File: src/rtl/lc3_writeback.sv
// LC-3 writeback stage: picks the result source, waits for load data, then drives the register-file write port for one cycle.
// Define WB_FORWARD_EN to add the fwd_* bypass outputs that mirror the write port.
module lc3_writeback #(
  parameter int DATA_W      = 16,
  parameter int REG_ADDR_W  = 3,
  parameter int MEM_TIMEOUT = 15
) (
  input  logic                  clk_i,
  input  logic                  reset_i,
  input  logic                  wb_valid_i,
  output logic                  wb_ready_o,
  input  logic [REG_ADDR_W-1:0] wb_dest_i,
  input  logic [1:0]            wb_src_sel_i,
  input  logic                  wb_set_cc_i,
  input  logic [DATA_W-1:0]     alu_result_i,
  input  logic [DATA_W-1:0]     pc_plus1_i,
  input  logic [DATA_W-1:0]     mem_rdata_i,
  input  logic                  mem_rvalid_i,
  output logic [REG_ADDR_W-1:0] write_reg_o,
  output logic [DATA_W-1:0]     write_data_o,
  output logic                  reg_write_o,
  output logic                  cc_n_o,
  output logic                  cc_z_o,
  output logic                  cc_p_o,
  output logic                  wb_timeout_o
`ifdef WB_FORWARD_EN
  ,
  output logic                  fwd_valid_o,
  output logic [REG_ADDR_W-1:0] fwd_reg_o,
  output logic [DATA_W-1:0]     fwd_data_o
`endif
);

  localparam int CNT_W = (MEM_TIMEOUT < 2) ? 1 : $clog2(MEM_TIMEOUT + 1);

  localparam logic [1:0] S_IDLE   = 2'd0;
  localparam logic [1:0] S_MEM    = 2'd1;
  localparam logic [1:0] S_COMMIT = 2'd2;

  localparam logic [1:0] SEL_ALU  = 2'b00;
  localparam logic [1:0] SEL_MEM  = 2'b01;
  localparam logic [1:0] SEL_PC   = 2'b10;

  logic [1:0]            state_q, state_d;
  logic [REG_ADDR_W-1:0] dest_q,  dest_d;
  logic [DATA_W-1:0]     data_q,  data_d;
  logic                  setcc_q, setcc_d;
  logic [CNT_W-1:0]      cnt_q,   cnt_d;
  logic [2:0]            cc_q,    cc_d;
  logic                  to_q,    to_d;

  logic             accept;
  logic [CNT_W-1:0] cnt_inc;
  logic             expired;
  logic [2:0]       nzp;

  assign accept  = wb_valid_i && (state_q == S_IDLE);
  assign cnt_inc = cnt_q + CNT_W'(1);
  // MEM_TIMEOUT==0 disables the abort entirely; the counter just wraps harmlessly.
  assign expired = (MEM_TIMEOUT != 0) && (cnt_inc == CNT_W'(MEM_TIMEOUT));
  assign nzp     = {data_q[DATA_W-1], data_q == '0, !data_q[DATA_W-1] && (data_q != '0)};

  always_comb begin
    state_d = state_q;
    dest_d  = dest_q;
    data_d  = data_q;
    setcc_d = setcc_q;
    cnt_d   = cnt_q;
    cc_d    = cc_q;
    to_d    = to_q;
    case (state_q)
      S_IDLE: begin
        if (accept) begin
          case (wb_src_sel_i)
            SEL_ALU, SEL_PC: begin
              dest_d  = wb_dest_i;
              setcc_d = wb_set_cc_i;
              data_d  = (wb_src_sel_i == SEL_PC) ? pc_plus1_i : alu_result_i;
              state_d = S_COMMIT;
            end
            SEL_MEM: begin
              dest_d  = wb_dest_i;
              setcc_d = wb_set_cc_i;
              cnt_d   = '0;
              state_d = S_MEM;
            end
            default: ;  // no-write op: consumed without side effects
          endcase
        end
      end
      S_MEM: begin
        // Load data on the expiry cycle still commits.
        if (mem_rvalid_i) begin
          data_d  = mem_rdata_i;
          state_d = S_COMMIT;
        end else begin
          cnt_d = cnt_inc;
          if (expired) begin
            state_d = S_IDLE;
            to_d    = 1'b1;
          end
        end
      end
      S_COMMIT: begin
        state_d = S_IDLE;
        if (setcc_q) cc_d = nzp;
      end
      default: state_d = S_IDLE;
    endcase
  end

  always_ff @(posedge clk_i) begin
    if (reset_i) begin
      state_q <= S_IDLE;
      dest_q  <= '0;
      data_q  <= '0;
      setcc_q <= 1'b0;
      cnt_q   <= '0;
      cc_q    <= 3'b010;
      to_q    <= 1'b0;
    end else begin
      state_q <= state_d;
      dest_q  <= dest_d;
      data_q  <= data_d;
      setcc_q <= setcc_d;
      cnt_q   <= cnt_d;
      cc_q    <= cc_d;
      to_q    <= to_d;
    end
  end

  assign wb_ready_o   = (state_q == S_IDLE);
  assign reg_write_o  = (state_q == S_COMMIT);
  assign write_reg_o  = dest_q;
  assign write_data_o = data_q;
  assign cc_n_o       = cc_q[2];
  assign cc_z_o       = cc_q[1];
  assign cc_p_o       = cc_q[0];
  assign wb_timeout_o = to_q;

`ifdef WB_FORWARD_EN
  assign fwd_valid_o = reg_write_o;
  assign fwd_reg_o   = write_reg_o;
  assign fwd_data_o  = write_data_o;
`endif

endmodule

File: config.mk
export PLATFORM = sky130hd
export DESIGN_NAME = lc3_writeback
export DESIGN_NICKNAME = d
export VERILOG_FILES = /design/src/rtl/lc3_writeback.sv
export SDC_FILE = /design/constraint.sdc
export NUM_CORES = 1
export LEC_CHECK = 0
export ABC_AREA = 1
export CAP_MARGIN = 20
export CORE_MARGIN = 3
export CORE_UTILIZATION = 44
export CTS_CLUSTER_DIAMETER = 150
export DETAILED_ROUTE_END_ITERATION = 8
export MAX_ROUTING_LAYER = met4
export PLACE_DENSITY = 0.85
export SLEW_MARGIN = 40
export SYNTH_ARGS = -nofsm -noshare
export SYNTH_HDL_FRONTEND = slang
export SYNTH_SLANG_ARGS = --single-unit
File: constraint.sdc
create_clock -name clk_i -period 3.5 [get_ports clk_i]
set_input_delay 0.525 -clock clk_i [delete_from_list [all_inputs] [get_ports clk_i]]
set_output_delay 0.525 -clock clk_i [all_outputs]
set_load 0.01 [all_outputs]
==> implementation parameters <==
Parameter                              Value

Critical path
  Top fanout value on the critical path    16
  Data required time of the worst path    around 3.7 ns
  Maximum single-stage delay on the critical path    0.71 ns
  Element type at the critical path start    input port
  R2r worst-path depth    6
  CP Capture Type    register
  Data arrival time at the worst-slack endpoint    2.19 ns
  Slowest-stage cell, CP    clkdlybuf4s50_1
  Critical path start-end classification    in2reg
  Worst reg2reg startpoint    state_q[0]$_SDFFE_PP0P_
  Reg2reg setup slack    1.91 ns
  Chain of cells forming the critical path    clkdlybuf4s50_1 -> buf_4 -> nand2_2 -> nand2_1 -> nand3_1 -> a21oi_1 -> nor2_1
  Crit Reg-Reg Endpoint    write_data_o[1]$_SDFFE_PP0P_

Synth
  Cells taking the most area after synthesis    dfxtp_1, nand2_1, nand3_1, nor2_1, a21oi_1
  Commonest cells in the synthesized netlist    nand2_1, nand3_1, nor2_1
  Post-Syn Area per Cell    6.40 um^2
  Syn_nets    340
  Yosys top cell by area    dfxtp_1
  Cell with the most instances after synthesis    nand2_1
  Synth top area share    0.335
  EDFF count, synth    0
  Proportion of synthesized flip-flops having asynchronous set or reset    0
  Share of synthesized area occupied by flip-flops and latches    0.335
  Count of synthesis-stage warnings from yosys    0
  Primary FF master, synth    dfxtp_1
  Area of the mapped netlist    0.00179 mm^2
  Count of state elements after synthesis    30
  Synthesized instance count    between 200 and 300
  Library cells used by synthesis    24

Power and ir drop
  Switching Fraction    0.265
  Maximum vdd drop    0.000160 V
  Overall power    1.01 mW
  Power density over the cells    374 mW/mm^2
  Switching Power    0.268 mW
  Internal portion of total power    0.743 mW
  Part of the total power dissipated in sequential elements    0.381
  Leakage power figure    1.16 nW
  Proportion of power drawn by combinational gates    0.271
  Proportion of power drawn by the clock network    0.348

Timing
  Fmax    about 500 MHz
  Worst-margin pin slew    0.657 ns
  Final Cycle Share    0.576
  Setup TNS    0 ns
  Slew headroom    0.562
  Shortest clock period the worst path allows after layout    2.01 ns
  Setup repair after global routing missed its margin    false
  Setup violations, final    0
  Clock tree skew after final layout    slightly below 0.006 ns
  Final number of max-transition violations    0
  Final hold violation count    0

Clocking
  Clock tree root driver cell    clkbuf_8
  Number of hold buffers added after CTS    0
  Worst-case clock buffer depth    2
  Buffers inserted by post-CTS timing repair    0
  CTS tree    done
  Clock-pin transition on the worst setup and hold timing paths    0.06 ns
  Number of levels the H-tree was split into    2
  Number of resized instances in the post-cts repair step    0
  Clock sink total    30
  CTS buffer count    5
  Clock network latency to the later pin of the worst-skew pair    around 0.28 ns

Placed design
  Cell total after placement    396
  RePlAce Congestion    around 0.87
  Port Buf Inserts    82
  Post-detail-place hpwl    ~3700 um

Job
  Max_cap viols    0

Detailed routing
  Total wire length    roughly 4900 um
  Detail-routed net length per standard cell    12.0 um
  Post-DRT Antenna Nets    0
  Routed metal-1 wirelength    2040 um
  Met2 wirelength from detailed routing    2280 um
  1st-iter DRT viols    69
  Uppermost routed layer    met4
  DRT Pass-1 Iters    4
  Total vias in the final route    approximately 2,000
  Met3 routed wirelength    roughly 470 um
  Routed vias/inst    4.93
  Drc violations    0

Layout
  Nets@finish    ~420
  Count of antenna diodes in the layout    0
  Area overhead of the layout relative to synthesis    51.0%
  Share of cells above drive strength 1    0.0618
  Final instance count without filler cells    404

Min path
  Launch instance of the worst min-delay path    wb_timeout_o$_SDFFE_PP0P_
  WHS Path Cells    2
  Hold Path Class    reg2reg
  Worst min-delay path endpoint    wb_timeout_o$_SDFFE_PP0P_

Floorplan
  Horizontal extent of the die    about 70 um
  Die area    0.00487 mm^2
  Die Span Y    69.8 um
  Number of top-level pins    between 80 and 90
  Core Footprint    0.00380 mm^2
  Core Rows    22
  Initial core utilization    0.472

Global route
  Antenna violations before repair    0
  Wire length of the first global-routing pass    8210 um
  Via count of the first global-routing pass    1,928
  All-layer global routing usage    0.214
  Maximum number of pins on one net before global-route repair    35
  Global route overflow    0

Status
  Result of the run    finished, final reports clean
==> state kept, by name (all words and copies together) (netlist names) <==
signal	flops
wb_timeout_o	1
state_q	2
write_reg_o	3
cc_q	3
cnt_q	4
setcc_q	1
write_data_o	16
==> cells in the final DEF (no fill, tap or decap), types with 2 or more instances in the layout <==
master,synthesis,routed
dfxtp_1,30,30
a21oi_1,23,23
nand2_1,67,67
nand2_2,2,2
clkdlybuf4s50_1,0,82
nand2_4,2,2
or2_2,4,4
clkbuf_8,0,6
or2_0,10,10
ha_1,2,2
or2_1,3,3
inv_2,2,2
nor2_1,38,38
nand3_1,40,40
o21ai_0,8,8
inv_1,29,29
==> stage by stage <==
stage	cell area, um^2	setup WS [ns]	hold WS, ns	utilization
2_1_floorplan	1790	2.14	0.454	-
3_3_place_gp	2580	1.23	0.440	0.679
3_5_place_dp	2580	1.16	0.440	0.679
4_1_cts	2690	1.45	0.450	0.708
5_1_grt	2710	1.39	0.477	0.712
6_report	2710	1.49	0.449	0.712
==> area by class of cell <==
cell class | count | area, um^2
clock inverters | 1 | 30.0
multi-input cells | 204 | 973
well taps | 48 | 60.1
inverters | 31 | 116
fillers | 336 | 1090
clock buffers | 6 | 82.6
repair buffers | 84 | 843
flip-flops and latches | 30 | 601
==> metal layers <==
| layer | track usage | up-vias |
|---|---|---|
| li1 | - | 1030 |
| met1 | 0.244 | 864 |
| met2 | 0.346 | 87 |
| met3 | 0.0710 | 10 |
| met4 | 0.0851 | 0 |
| met5 | - | - |
==> logic make-up (layout without fill, tap and decap cells) <==
kind of cell / Yosys count / after routing / share of synthesized area
simple gates: 168 / 168 / 0.420
buf+inv: 46 / 122 / 0.122
compound gates: 34 / 34 / 0.110
flops: 30 / 30 / 0.335
fa+ha+maj: 2 / 2 / 0.0140
==> power groups by stage <==
| stage | combinational [mW] | clock, mW | sequential [mW] |
|---|---|---|---|
| final | 0.274 | 0.352 | 0.385 |
| after detailed placement | 0.271 | 0 | 0.392 |
| after CTS | 0.273 | 0.362 | 0.386 |
| after global routing | 0.306 | 0.370 | 0.389 |
| after floorplan | 0.132 | 0 | 0.401 |
| after global placement | 0.267 | 0 | 0.392 |
==> worst max path at each step <==
stage                          startpoint                            end  slack, ns  depth (start not counted)
after floorplan           wb_src_sel_i[0]  write_data_o[10]$_SDFFE_PP0P_       2.14                          8
after global placement    wb_src_sel_i[0]   write_data_o[1]$_SDFFE_PP0P_       1.23                          6
after detailed placement  wb_src_sel_i[1]   write_data_o[0]$_SDFFE_PP0P_       1.16                          7
after CTS                 wb_src_sel_i[0]  write_data_o[12]$_SDFFE_PP0P_       1.45                          6
after global routing      wb_src_sel_i[1]   write_data_o[2]$_SDFFE_PP0P_       1.39                          7
final                     wb_src_sel_i[1]   write_data_o[0]$_SDFFE_PP0P_       1.49                          7
==> critical path: cells and delay by family <==
kind | cells | cell delay, ns
and+or+nand+nor | 4 | 0.54
buffers and inverters | 2 | 0.96
AOI/OAI and AO/OA | 1 | 0.16
No activity file was read; power rests on OpenSTA's default activity.
